### config.mk
export PLATFORM = sky130hd
export DESIGN_NAME = operand_dispatcher
export DESIGN_NICKNAME = d
export VERILOG_FILES = /design/src/rtl/operand_dispatcher_pkg.sv /design/src/rtl/op_fifo.sv /design/src/rtl/operand_dispatcher.sv
export SDC_FILE = /design/constraint.sdc
export NUM_CORES = 1
export LEC_CHECK = 0
export CELL_PAD_IN_SITES_DETAIL_PLACEMENT = 0
export CELL_PAD_IN_SITES_GLOBAL_PLACEMENT = 2
export CORE_MARGIN = 2
export CORE_UTILIZATION = 39
export CTS_CLUSTER_SIZE = 24
export DETAILED_ROUTE_END_ITERATION = 10
export HOLD_SLACK_MARGIN = 0.02
export PLACE_DENSITY_LB_ADDON = 0.1
export SLEW_MARGIN = 0
export SYNTH_ARGS = -nofsm -noshare
export SYNTH_HDL_FRONTEND = slang
export SYNTH_SLANG_ARGS = --single-unit
### constraint.sdc
create_clock -name clk -period 3.95 [get_ports clk]
set_clock_uncertainty 0.1 [all_clocks]
set_input_delay 0.395 -clock clk [delete_from_list [all_inputs] [get_ports clk]]
set_output_delay 0.395 -clock clk [all_outputs]
set_load 0.005 [all_outputs]
### src/rtl/operand_dispatcher_pkg.sv
// operand_dispatcher_pkg
// Shared definitions for the operand dispatcher.
//   DefW     : default operand width (the product is 2*W bits)
//   DefDepth : default operand FIFO depth (power of two, >= 2)
//   state_t  : dispatcher FSM state encoding
package operand_dispatcher_pkg;

    localparam int unsigned DefW     = 16;
    localparam int unsigned DefDepth = 4;

    typedef enum logic [1:0] {
        StIdle  = 2'd0,
        StIssue = 2'd1,
        StWait  = 2'd2,
        StHold  = 2'd3
    } state_t;

endpackage

### src/rtl/op_fifo.sv
// op_fifo
// Circular operand FIFO. The read and write pointers wrap modulo DEPTH and a
// separate occupancy counter tells full from empty. The head entry is shown
// combinationally on rdata.
// Ports:
//   clk, rst       : clock, synchronous active-low reset
//   push, wdata    : write request and data (ignored while full)
//   pop            : drop the head entry (ignored while empty)
//   rdata          : head entry
//   full, empty    : occupancy flags
//   count          : current occupancy, 0..DEPTH
module op_fifo #(
    parameter int unsigned DEPTH = 4,
    parameter int unsigned DW    = 32,
    localparam int unsigned AW   = $clog2(DEPTH)
) (
    input  logic          clk,
    input  logic          rst,
    input  logic          push,
    input  logic          pop,
    input  logic [DW-1:0] wdata,
    output logic [DW-1:0] rdata,
    output logic          full,
    output logic          empty,
    output logic [AW:0]   count
);

    localparam logic [AW:0] FullCount = (AW + 1)'(DEPTH);

    logic [DW-1:0] r_mem [DEPTH];
    logic [AW-1:0] r_wr_ptr;
    logic [AW-1:0] r_rd_ptr;
    logic [AW:0]   r_count;
    logic          w_push_ok;
    logic          w_pop_ok;

    assign full      = (r_count == FullCount);
    assign empty     = (r_count == '0);
    assign count     = r_count;
    assign rdata     = r_mem[r_rd_ptr];
    assign w_push_ok = push && !full;
    assign w_pop_ok  = pop && !empty;

    // Pointers are AW bits wide, so they wrap modulo DEPTH by themselves.
    always_ff @(posedge clk) begin
        if (!rst) begin
            r_wr_ptr <= '0;
            r_rd_ptr <= '0;
            r_count  <= '0;
        end else begin
            if (w_push_ok) r_wr_ptr <= r_wr_ptr + 1'b1;
            if (w_pop_ok)  r_rd_ptr <= r_rd_ptr + 1'b1;
            r_count <= r_count + {{AW{1'b0}}, w_push_ok} - {{AW{1'b0}}, w_pop_ok};
        end
    end

    always_ff @(posedge clk) begin
        if (w_push_ok) r_mem[r_wr_ptr] <= wdata;
    end

endmodule

### src/rtl/operand_dispatcher.sv
// operand_dispatcher
// Queues operand pairs and feeds them one at a time to an external multiplier,
// capturing each product into a result register held until the consumer
// takes it.
// Ports:
//   clk, rst                  : clock, synchronous active-low reset
//   in_valid/in_ready         : operand pair handshake; in_x1/in_x2 operands
//   mul_start                 : one-cycle start pulse to the multiplier
//   mul_x1/mul_x2             : registered operands, stable between starts
//   mul_out/mul_done          : product and completion (done may be a level)
//   res_valid/res_ready       : result handshake; res_data product
//   pending                   : FIFO occupancy
module operand_dispatcher
    import operand_dispatcher_pkg::*;
#(
    parameter int unsigned DEPTH = DefDepth,
    parameter int unsigned W     = DefW,
    localparam int unsigned CW   = $clog2(DEPTH) + 1
) (
    input  logic           clk,
    input  logic           rst,
    input  logic           in_valid,
    output logic           in_ready,
    input  logic [W-1:0]   in_x1,
    input  logic [W-1:0]   in_x2,
    output logic           mul_start,
    output logic [W-1:0]   mul_x1,
    output logic [W-1:0]   mul_x2,
    input  logic [2*W-1:0] mul_out,
    input  logic           mul_done,
    output logic           res_valid,
    input  logic           res_ready,
    output logic [2*W-1:0] res_data,
    output logic [CW-1:0]  pending
);

    state_t         r_state;
    state_t         w_state_next;
    logic [W-1:0]   r_x1;
    logic [W-1:0]   r_x2;
    logic           r_res_valid;
    logic [2*W-1:0] r_res_data;
    logic           r_done_q;

    logic [2*W-1:0] w_head;
    logic           w_full;
    logic           w_empty;
    logic           w_pop;
    logic           w_load;
    logic           w_capture;
    logic           w_release;
    logic           w_done_rise;

    op_fifo #(
        .DEPTH (DEPTH),
        .DW    (2 * W)
    ) u_op_fifo (
        .clk   (clk),
        .rst   (rst),
        .push  (in_valid),
        .pop   (w_pop),
        .wdata ({in_x1, in_x2}),
        .rdata (w_head),
        .full  (w_full),
        .empty (w_empty),
        .count (pending)
    );

    assign in_ready  = !w_full;
    assign mul_start = (r_state == StIssue);
    assign mul_x1    = r_x1;
    assign mul_x2    = r_x2;
    assign res_valid = r_res_valid;
    assign res_data  = r_res_data;

    // Only a fresh rising edge completes; a level left over from the
    // previous operation (or present across reset) is ignored.
    assign w_done_rise = mul_done && !r_done_q;

    always_comb begin
        w_state_next = r_state;
        w_pop        = 1'b0;
        w_load       = 1'b0;
        w_capture    = 1'b0;
        w_release    = 1'b0;
        unique case (r_state)
            StIdle: begin
                // Operands are latched on the way into ISSUE so they are
                // already valid during the start pulse.
                if (!w_empty) begin
                    w_load       = 1'b1;
                    w_state_next = StIssue;
                end
            end
            StIssue: begin
                w_pop        = 1'b1;
                w_state_next = StWait;
            end
            StWait: begin
                if (w_done_rise) begin
                    w_capture    = 1'b1;
                    w_state_next = StHold;
                end
            end
            StHold: begin
                if (res_ready) begin
                    w_release    = 1'b1;
                    w_state_next = StIdle;
                end
            end
            default: w_state_next = StIdle;
        endcase
    end

    always_ff @(posedge clk) begin
        if (!rst) begin
            r_state     <= StIdle;
            r_x1        <= '0;
            r_x2        <= '0;
            r_res_valid <= 1'b0;
            r_res_data  <= '0;
            r_done_q    <= 1'b0;
        end else begin
            r_state  <= w_state_next;
            r_done_q <= mul_done;
            if (w_load) begin
                r_x1 <= w_head[2*W-1:W];
                r_x2 <= w_head[W-1:0];
            end
            if (w_capture) begin
                r_res_data  <= mul_out;
                r_res_valid <= 1'b1;
            end else if (w_release) begin
                r_res_valid <= 1'b0;
            end
        end
    end

endmodule

==> results of run 1 <==
==> layer usage <==
layer	wire, um	vias to the layer above
li1	-	1995
met1	6280	2082
met2	7570	103
met3	877	19
met4	240	0
met5	0	-
==> how the worst max path moves through the flow <==
stage	to	cells after the start
2_1_floorplan	u_op_fifo.count[2]	12
3_3_place_gp	res_data[6]	4
3_5_place_dp	res_data[11]	4
4_1_cts	in_ready	3
5_1_grt	in_ready	3
6_report	in_ready	3
==> worst max-delay path, cell delays in order, from the launching register on <==
cell             delay, ns
dfxtp_1               0.46
nor3b_1               0.39
inv_1                 0.18
clkdlybuf4s50_1       0.49
==> final cells by class <==
class / instances / share of cell area [%]
Sequential cell: 203 / 55.3
Multi-Input combinational cell: 214 / 19.0
Timing Repair Buffer: 143 / 14.7
Clock buffer: 28 / 6.03
Tap cell: 234 / 3.03
Clock inverter: 12 / 1.54
Inverter: 12 / 0.465
==> cell families after synthesis <==
| kind of cell | count (synthesis) | share of synthesized area [%] |
|---|---|---|
| AOI/OAI and AO/OA | 74 | 6.88 |
| xor gates and xnor gates | 3 | 0.358 |
| adders and majority gates | 12 | 2.14 |
| buffers and inverters | 38 | 2.47 |
| DFF | 203 | 72.7 |
| muxes | 34 | 10.1 |
| and+or+nand+nor | 91 | 5.36 |
==> Yosys cell counts, types with 3 or more instances <==
cell type and count:
edfxtp_1 128, dfxtp_1 75, nand2_1 68, a21oi_1 35, a22o_1 32, mux4_2 32, clkbuf_1 14, inv_1 12
ha_1 11, buf_2 7, nor2_1 6, and3_1 4, buf_6 4, and2_1 3, o21ai_0 3, xor2_1 3
==> sequential cells by signal (all words and copies together) (netlist names) <==
register            cells
res_data               32
u_op_fifo.r_wr_ptr      2
r_state                 2
u_op_fifo.count         3
mul_x2                 16
u_op_fifo.r_mem       128
u_op_fifo.r_rd_ptr      2
mul_x1                 16
r_done_q                1
res_valid               1
==> power by group through the flow <==
stage	Combinational, W	Sequential, W	Clock [W]
2_1_floorplan	0.000752	0.00279	0
3_3_place_gp	0.00134	0.00285	0
3_5_place_dp	0.00135	0.00286	0
4_1_cts	0.00136	0.00282	0.00210
5_1_grt	0.00145	0.00285	0.00219
6_report	0.00132	0.00281	0.00204
==> metrics by stage <==
step	hold WS, ns	setup slack [ns]	utilization [%]	instance area (um^2)
2_1_floorplan	0.353	1.72	-	7350
3_3_place_gp	0.343	1.45	48.1	8930
3_5_place_dp	0.347	1.40	48.1	8930
4_1_cts	0.322	1.39	52.0	9670
5_1_grt	0.341	1.25	52.1	9680
6_report	0.346	1.45	52.1	9680
==> cell usage in the layout, fill, tap and decap left out, drive strengths merged, types with 11 or more instances in the layout <==
cell and n:
nand2 68, edfxtp 128, clkdlybuf4s50 138, a22o 32, ha 11, inv 12, clkbuf 28, mux4 32
dfxtp 75, a21oi 36
==> run_results.csv, run 1 <==
group,metric,value,unit
synthesis,yosysTopAreaCell,"edfxtp_1",
pwr,comb_power_share,21.4,%
route,routed_wl,15000,um
sta,max_clock_freq,399,MHz
cells_and_area,layout-drive-gt1-share,13.2,%
grt,grt_pass1_wl,23200,um
cells_and_area,fin_nets,677,
pwr,ir_drop,0.356,mV
route,vias_per_cell,4.96,
sta,max_slew_margin,21.4,%
sta,min_period,2.50,ns
grt,grt_use_met3,3.64,%
grt,grt_overflow,0,
pwr,internal-power,0.00464,W
pwr,p_seq_share,45.5,%
min_path,hold_depth,3,
cts,ctsHoldBuffers,0,
critical_path,startpoint,"u_op_fifo.count[2]",
synthesis,synth_edf_count,128,
cts,cts_tree,"yes",
placed_design,portBuffers,138,
critical_path,r2r_start,"r_state[1]",
sta,fin_crit_sh,63.4,%
synthesis,seq_area_frac_synth,72.7,%
pwr,pwr-share-clk,33.0,%
synthesis,synth-seq-cells,203,
cts,cts_sinks,203,
sta,rsz0062_at_grt,"no",
grt,grt_use_met1,19.6,%
critical_path,startpoint_type,"flop",
min_path,hold_end,"res_data[4]",
grt,grt_use_total,15.1,%
synthesis,synth.avg_cell_area,16.2,um^2
floorplan,coreArea,18600,um^2
placed_design,hpwl,9090,um
sta,finalSetupViolations,0,
grt,busiest_layer,"met2",
critical_path,timing.rr.end,"u_op_fifo.count[2]",
cts,post_cts.resized_instances,0,
grt,grt_pass1_vias,4307,
synthesis,synth_area,7350,um^2
sta,finalSetupTns,0,ns
floorplan,io_pins,139,
cells_and_area,ff_latch_area,5350,um^2
synthesis,synthArstFlopShare,0,%
synthesis,ys.flop_type,"edfxtp_1",
floorplan,row_count,50,
synthesis,yosys-top-cells-area,"edfxtp_1 52%, dfxtp_1 20%, mux4_2 9.8%",
cts,cts_buffer_depth,3,
synthesis,yosysWarnings,0,
route,wl_per_cell,17.7,um
critical_path,r2r_slack,1.55,ns
min_path,min_from,"mul_out[4]",
floorplan,start_util,39.6,%
pwr,power_switching,0.00152,W
sta,slew_viol_final,0,
pwr,fin_total_pwr,0.00617,W
sta,hold_violations,0,
cells_and_area,n_fill_cell,1538,
cts,clk_latency,0.50,ns
pwr,power.leakage,3.28,nW
synthesis,netlist_instances,455,
critical_path,crit_arrival,2.01,ns
route,drt-initial-drc-count,155,
route,dr.pass1.iters,5,
cts,numCtsBuffers,22,
min_path,worst_hold_path_type,"input port to flop",
grt,grt_use_met2,25.5,%
pwr,p_sw_share,24.7,%
pwr,power_density,637,nW/um^2
sta,tightest_slew,1.18,ns
status,status,"finished, final reports clean",
placed_design,dp_cells,805,
cells_and_area,fin_cells,846,
cts,cts_root_buffer,"clkbuf_16",
route,drc,0,
floorplan,die_width,141,um
critical_path,crit_required,3.45,ns
critical_path,path_class,"flop to primary output",
cts,clk_pin_slew_worst_paths,0.06,ns
grt,grt_max_degree,40,
floorplan,fp.dieArea,20000,um^2
cells_and_area,n_antenna_cell,0,
cells_and_area,multi_input_area,1840,um^2
grt,antenna_found_initial,0,
placed_design,finalWeightedCongestion,0.705,
synthesis,synth_cell_type_count,31,
critical_path,r2r_cells,12,
synthesis,syn_nets,536,
cells_and_area,area_delta_synth_final,31.6,%
flow_run,cap_viol_max_count,0,
synthesis,yosysTopAreaCellShare,52.3,%
route,vias,4199,
critical_path,endpoint_kind,"primary output",
critical_path,crit_fanout,8,
floorplan,die_h,141,um
cts,post_cts_buffers,0,
route,ant_nets,0,
cts,htree_levels,1,
No activity file was read; power rests on OpenSTA's default activity.
==> inputs of run 2 (changes only) <==
--- a/config.mk
+++ b/config.mk
@@ -8,7 +8,7 @@
 export CELL_PAD_IN_SITES_DETAIL_PLACEMENT = 0
 export CELL_PAD_IN_SITES_GLOBAL_PLACEMENT = 2
 export CORE_MARGIN = 2
-export CORE_UTILIZATION = 39
+export CORE_UTILIZATION = 37
 export CTS_CLUSTER_SIZE = 24
 export DETAILED_ROUTE_END_ITERATION = 10
 export HOLD_SLACK_MARGIN = 0.02
==> constraint.sdc (replaced) <==
create_clock -name clk -period 2.6 [get_ports clk]
set_clock_uncertainty 0.1 [all_clocks]
set_input_delay 0.26 -clock clk [delete_from_list [all_inputs] [get_ports clk]]
set_output_delay 0.26 -clock clk [all_outputs]
set_load 0.005 [all_outputs]
==> run 2 against run 1 <==
- via count rose by 0.90%
- first-iteration DRC count increased by 57%
- routed wire length grew 1.3%
- worst hold slack lost 0.12 ns
- global-route usage decreased by 0.51 points
- critical path type unchanged
- clock-buffer cell count rose by 1
- clock power up 45%
==> run_results.csv, run 2 (synthesis gave the netlist of run 1 again) <==
group,metric,value,unit
critical_path,crit_fanout,8,
pwr,fin_total_pwr,0.00926,W
cts,htree_levels,1,
sta,hold_violations,0,
critical_path,path_class,"flop to primary output",
pwr,p_sw_share,24.9,%
grt,grt_pass1_vias,4519,
pwr,power_switching,0.00231,W
critical_path,cp_slowest_stage_delay,0.49,ns
critical_path,crit_required,2.24,ns
grt,grt_max_degree,40,
grt,grt_overflow,0,
route,top_layer_used,"met4",
sta,layout_setup_ws,0.233,ns
sta,min_period,2.37,ns
placed_design,dp_cells,839,
critical_path,cp_slowest_cell,"clkdlybuf4s50_1",
route,wl_met1,6560,um
sta,max_slew_margin,38.9,%
sta,slew_viol_final,0,
pwr,comb_power_share,22.6,%
route,ant_nets,0,
pwr,internal-power,0.00695,W
cts,cts_root_buffer,"clkbuf_16",
cells_and_area,fin_nets,679,
cts,post_cts_buffers,0,
cells_and_area,fin_cells,879,
cells_and_area,n_fill_cell,1656,
cells_and_area,largest_reg_flops,128,
sta,finalSetupViolations,0,
placed_design,portBuffers,138,
pwr,power_density,952,nW/um^2
pwr,pwr-share-clk,31.8,%
min_path,worst_hold_path_type,"input port to flop",
cts,post_cts.resized_instances,0,
route,dr_wl_met2,7380,um
flow_run,cap_viol_max_count,0,
route,vias,4237,
cells_and_area,final_cell_mix,"138 x clkdlybuf4s50_1, 128 x edfxtp_1, 72 x dfxtp_1",
floorplan,die_width,145,um
pwr,p_seq_share,45.6,%
route,routed_wl,15200,um
cts,cts_tree,"yes",
floorplan,fp.dieArea,21000,um^2
cts,clk_pin_slew_worst_paths,0.06,ns
cells_and_area,final_common_cell,"clkdlybuf4s50_1",
cts,ctsHoldBuffers,0,
cells_and_area,top_register,"u_op_fifo.r_mem",
route,drc,0,
placed_design,finalWeightedCongestion,0.694,
placed_design,hpwl,9280,um
cts,numCtsBuffers,22,
route,drt-initial-drc-count,244,
status,status,"finished, final reports clean",
placed_design,pre_cts_slack,0.221,ns
sta,rsz0062_at_grt,"no",
floorplan,row_count,51,
floorplan,die_h,145,um
sta,fin_crit_sh,91.0,%
floorplan,coreArea,19500,um^2
cells_and_area,layout-drive-gt1-share,13.4,%
route,met3_length,958,um
grt,grt_use_total,14.6,%
route,wl_per_cell,17.3,um
floorplan,start_util,37.8,%
critical_path,crit_arrival,2.01,ns
grt,grt_pass1_wl,24200,um
route,dr.pass1.iters,4,
floorplan,io_pins,139,
grt,antenna_found_initial,1,
cts,cts_sinks,203,
cells_and_area,area_delta_synth_final,32.3,%
cts,clk_latency,0.49,ns
cells_and_area,multi_input_area,1840,um^2
sta,max_clock_freq,423,MHz
sta,tightest_slew,0.916,ns
cells_and_area,ff_latch_area,5350,um^2
critical_path,startpoint_type,"flop",
sta,finalSetupTns,0,ns
critical_path,cp_cell_sequence,"nor3b_1, inv_1, clkdlybuf4s50_1",
pwr,ir_drop,0.472,mV
cts,cts_buffer_depth,3,
critical_path,endpoint_kind,"primary output",
route,vias_per_cell,4.82,
pwr,power.leakage,3.29,nW
## run 2: changes by cell type in the layout (fill, tap and decap cells not counted), sizes merged
cell,delta
diode,+1
clkinv,+1
buf,+2
clkbuf,+1
clkinvlp,-1
bufinv,-2
## run 2: worst paths after layout
| kind | slack [ns] | depth (start not counted) | endpoint | start |
|---|---|---|---|---|
| worst max-delay path | 0.23 | 3 | in_ready | u_op_fifo.count[2] |
| worst min-delay path | 0.22 | 3 | res_data[25] | mul_out[25] |
| worst max register to register | 0.27 | 12 | u_op_fifo.count[2] | r_state[1] |
| worst min register to register | 0.36 | 2 | res_data[7] | res_data[7] |
## run 2: stage by stage
| step | hold WS (ns) | util, % | area (um^2) |
|---|---|---|---|
| detailed placement | 0.348 | 46.4 | 9030 |
| finish | 0.221 | 50.0 | 9730 |
| floorplan | 0.259 | - | 7350 |
| global route | 0.209 | 50.0 | 9720 |
| global placement | 0.342 | 46.4 | 9030 |
| CTS | 0.196 | 50.0 | 9720 |
## run 2: worst max-delay path: cells and delay by family, from the launching register on
| kind | cells | cell delay [ns] |
|---|---|---|
| buffers and inverters | 2 | 0.68 |
| and+or+nand+nor | 1 | 0.38 |
| DFF | 1 | 0.45 |
## run 2: layout make-up
type                    instances  share of cell area [%]
repair buffers                145                    15.1
well taps                     265                    3.41
multi-input cells             214                    18.9
clock buffers                  29                    6.35
clock inverters                10                   0.746
flip-flops and latches        203                    55.0
diodes                          1                  0.0257
inverters                      12                   0.463
## run 2: metal layers
layer / GRT usage [%] / vias to the layer above
met5: 0 / -
met4: 4.21 / 0
met3: 4.31 / 19
met2: 24.3 / 95
met1: 18.4 / 2120
li1: - / 2003
## run 2: power groups by stage
stage,logic (W),clock network [W],registers (W)
global placement,0.00214,0,0.00427
finish,0.00209,0.00295,0.00422
global route,0.00229,0.00317,0.00428
floorplan,0.00114,0,0.00424
detailed placement,0.00214,0,0.00429
CTS,0.00215,0.00304,0.00423
==> inputs of run 3 (changes only) <==
--- a/config.mk
+++ b/config.mk
@@ -9,7 +9,8 @@
 export CELL_PAD_IN_SITES_GLOBAL_PLACEMENT = 2
 export CORE_MARGIN = 2
 export CORE_UTILIZATION = 37
-export CTS_CLUSTER_SIZE = 24
+export CTS_BUF_LIST = sky130_fd_sc_hd__clkbuf_16
+export CTS_CLUSTER_SIZE = 10
 export DETAILED_ROUTE_END_ITERATION = 10
 export HOLD_SLACK_MARGIN = 0.02
 export PLACE_DENSITY_LB_ADDON = 0.1
==> constraint.sdc (replaced) <==
create_clock -name clk -period 2.6 [get_ports clk]
set_clock_uncertainty 0.1 [all_clocks]
set_input_delay 0.26 -clock clk [delete_from_list [all_inputs] [get_ports clk]]
set_output_delay 0.26 -clock clk [all_outputs]
set_load 0.05 [all_outputs]
==> run 3 against run 2 <==
- fmax decreased by 0.37%
- power increased by 11%
- critical path depth increased by 9
- sequential power increased by 0.9%
- non-clock buffer count increased by 3
- global-route usage increased by 0.61 points
- highest routed layer unchanged
- via count increased by 1.3%
- final cell count increased by 0.80%
- utilization increased by 0.064 points
- final area increased by 0.13%
- critical endpoint is now u_op_fifo.count[2]
==> run_results.csv, run 3 (synthesis gave the netlist of run 1 again) <==
group,metric,value,unit
status,status,"finished, final reports clean",
sta,slew_viol_final,0,
sta,min_period,2.38,ns
grt,grt_max_degree,40,
grt,grt_pass1_wl,25200,um
sta,finalSetupTns,0,ns
sta,hold_violations,0,
critical_path,startpoint_type,"flop",
cells_and_area,fin_util,50.0,%
grt,antenna_found_initial,0,
cells_and_area,n_antenna_cell,0,
critical_path,endpoint_kind,"flop",
cts,htree_levels,1,
critical_path,crit_arrival,2.70,ns
cts,ctsHoldBuffers,0,
route,dr.pass1.iters,6,
route,wl_per_cell,17.7,um
cts,post_cts_buffers,0,
flow_run,cap_viol_max_count,0,
sta,tightest_slew,0.937,ns
critical_path,r2r_slack,0.22,ns
cells_and_area,final_common_cell,"clkdlybuf4s50_1",
placed_design,finalWeightedCongestion,0.670,
cts,clk_pin_slew_worst_paths,0.06,ns
cells_and_area,largest_reg_flops,128,
critical_path,timing.rr.end,"u_op_fifo.count[2]",
floorplan,fp.dieArea,21000,um^2
critical_path,crit_required,2.92,ns
critical_path,cp_top_family,"adder cells",
route,vias_per_cell,4.84,
critical_path,cp_slowest_cell,"dfxtp_1",
pwr,ir_drop,0.513,mV
route,drt-initial-drc-count,227,
critical_path,path_class,"flop to flop",
sta,finalSetupViolations,0,
floorplan,coreArea,19500,um^2
route,routed_wl,15700,um
cells_and_area,n_fill_cell,1653,
min_path,worst_hold_path_type,"input port to flop",
critical_path,r2r_cells,12,
cells_and_area,area_delta_synth_final,32.5,%
pwr,power.leakage,3.35,nW
cts,numCtsBuffers,24,
cells_and_area,top_register,"u_op_fifo.r_mem",
sta,max_slew_margin,37.5,%
grt,grt_use_total,15.2,%
cells_and_area,layout-drive-gt1-share,12.4,%
sta,max_clock_freq,421,MHz
route,vias,4291,
critical_path,cp_cell_sequence,"inv_1, ha_1, o31ai_1, inv_1, ha_1, inv_1, ha_1, inv_1, fa_1, xor2_1, and2_1, nor3_1",
route,drc,0,
cts,cts_root_buffer,"clkbuf_16",
floorplan,start_util,37.8,%
critical_path,crit_fanout,4,
cells_and_area,fin_nets,684,
cells_and_area,final_cell_mix,"137 x clkdlybuf4s50_1, 128 x edfxtp_1, 73 x dfxtp_1",
grt,grt_pass1_vias,4478,
placed_design,hpwl,9670,um
route,ant_nets,0,
sta,fin_crit_sh,91.4,%
placed_design,portBuffers,138,
critical_path,r2r_start,"r_state[1]",
cts,clk_latency,0.50,ns
pwr,fin_total_pwr,0.0103,W
pwr,power_density,1050,nW/um^2
critical_path,cp_num_buf_inv,4,
cts,cts_buffer_depth,3,
cts,cts_sinks,203,
floorplan,die_width,145,um
critical_path,cp_slowest_stage_delay,0.39,ns
floorplan,row_count,51,
floorplan,io_pins,139,
min_path,min_from,"mul_out[20]",
floorplan,die_h,145,um
min_path,hold_end,"res_data[20]",
sta,rsz0062_at_grt,"no",
grt,grt_overflow,0,
critical_path,cp_common_cell,"inv_1",
min_path,hold_depth,3,
cts,cts_tree,"yes",
run 3: where the power goes:
part,switching [W],internal [W]
clock,0.00119,0.00171
combinational,0.00185,0.00124
sequential,0.000300,0.00396
run 3: how the worst max path moves through the flow:
stage | startpoint | cells past startpoint | endpoint | slack [ns]
6_report | r_state[1] | 12 | u_op_fifo.count[2] | 0.22
5_1_grt | r_state[1] | 12 | u_op_fifo.count[2] | 0.03
4_1_cts | r_state[1] | 3 | mul_start | 0.19
3_5_place_dp | r_state[1] | 12 | u_op_fifo.count[2] | 0.24
3_3_place_gp | r_state[1] | 12 | u_op_fifo.count[2] | 0.28
2_1_floorplan | r_state[1] | 12 | u_op_fifo.count[2] | 0.05
run 3: worst reg2reg max path, cell delays in order, from the launching register on:
cell,delay [ns]
dfxtp_1,0.39
inv_1,0.10
ha_1,0.22
o31ai_1,0.11
inv_1,0.08
ha_1,0.27
inv_1,0.06
ha_1,0.13
inv_1,0.05
fa_1,0.36
xor2_1,0.16
and2_1,0.16
nor3_1,0.11
run 3: area by class of cell:
type	count	area, um^2	share of cell area [%]
sequential	203	5350	54.9
multi-input combinational	214	1840	18.9
timing repair buffer	148	1480	15.2
clock buffer	25	626	6.42
tap	265	332	3.40
clock inverter	19	72.6	0.745
inverter	12	45.0	0.462
run 3: timing repair:
item | 4_1_cts | 5_1_grt
setup endpoints to repair | 1 | 0
endpoints found under the hold margin | 0 | 0
resized for setup | 1 | 0
run 3: layer usage:
| metal | track usage (%) | part of all wire, % |
|---|---|---|
| met1 | 19.3 | 43 |
| met4 | 4.31 | 2.2 |
| met5 | 0 | 0 |
| met3 | 4.25 | 6.1 |
| met2 | 25.5 | 49 |
run 3: through the flow:
step,cells,setup WS [ns],instance area (um^2),hold WS (ns)
4_1_cts,886,0.188,9740,0.183
3_3_place_gp,842,0.279,9040,0.342
3_5_place_dp,842,0.239,9040,0.346
6_report,886,0.225,9740,0.206
5_1_grt,886,0.0330,9740,0.187
2_1_floorplan,455,0.0460,7360,0.259
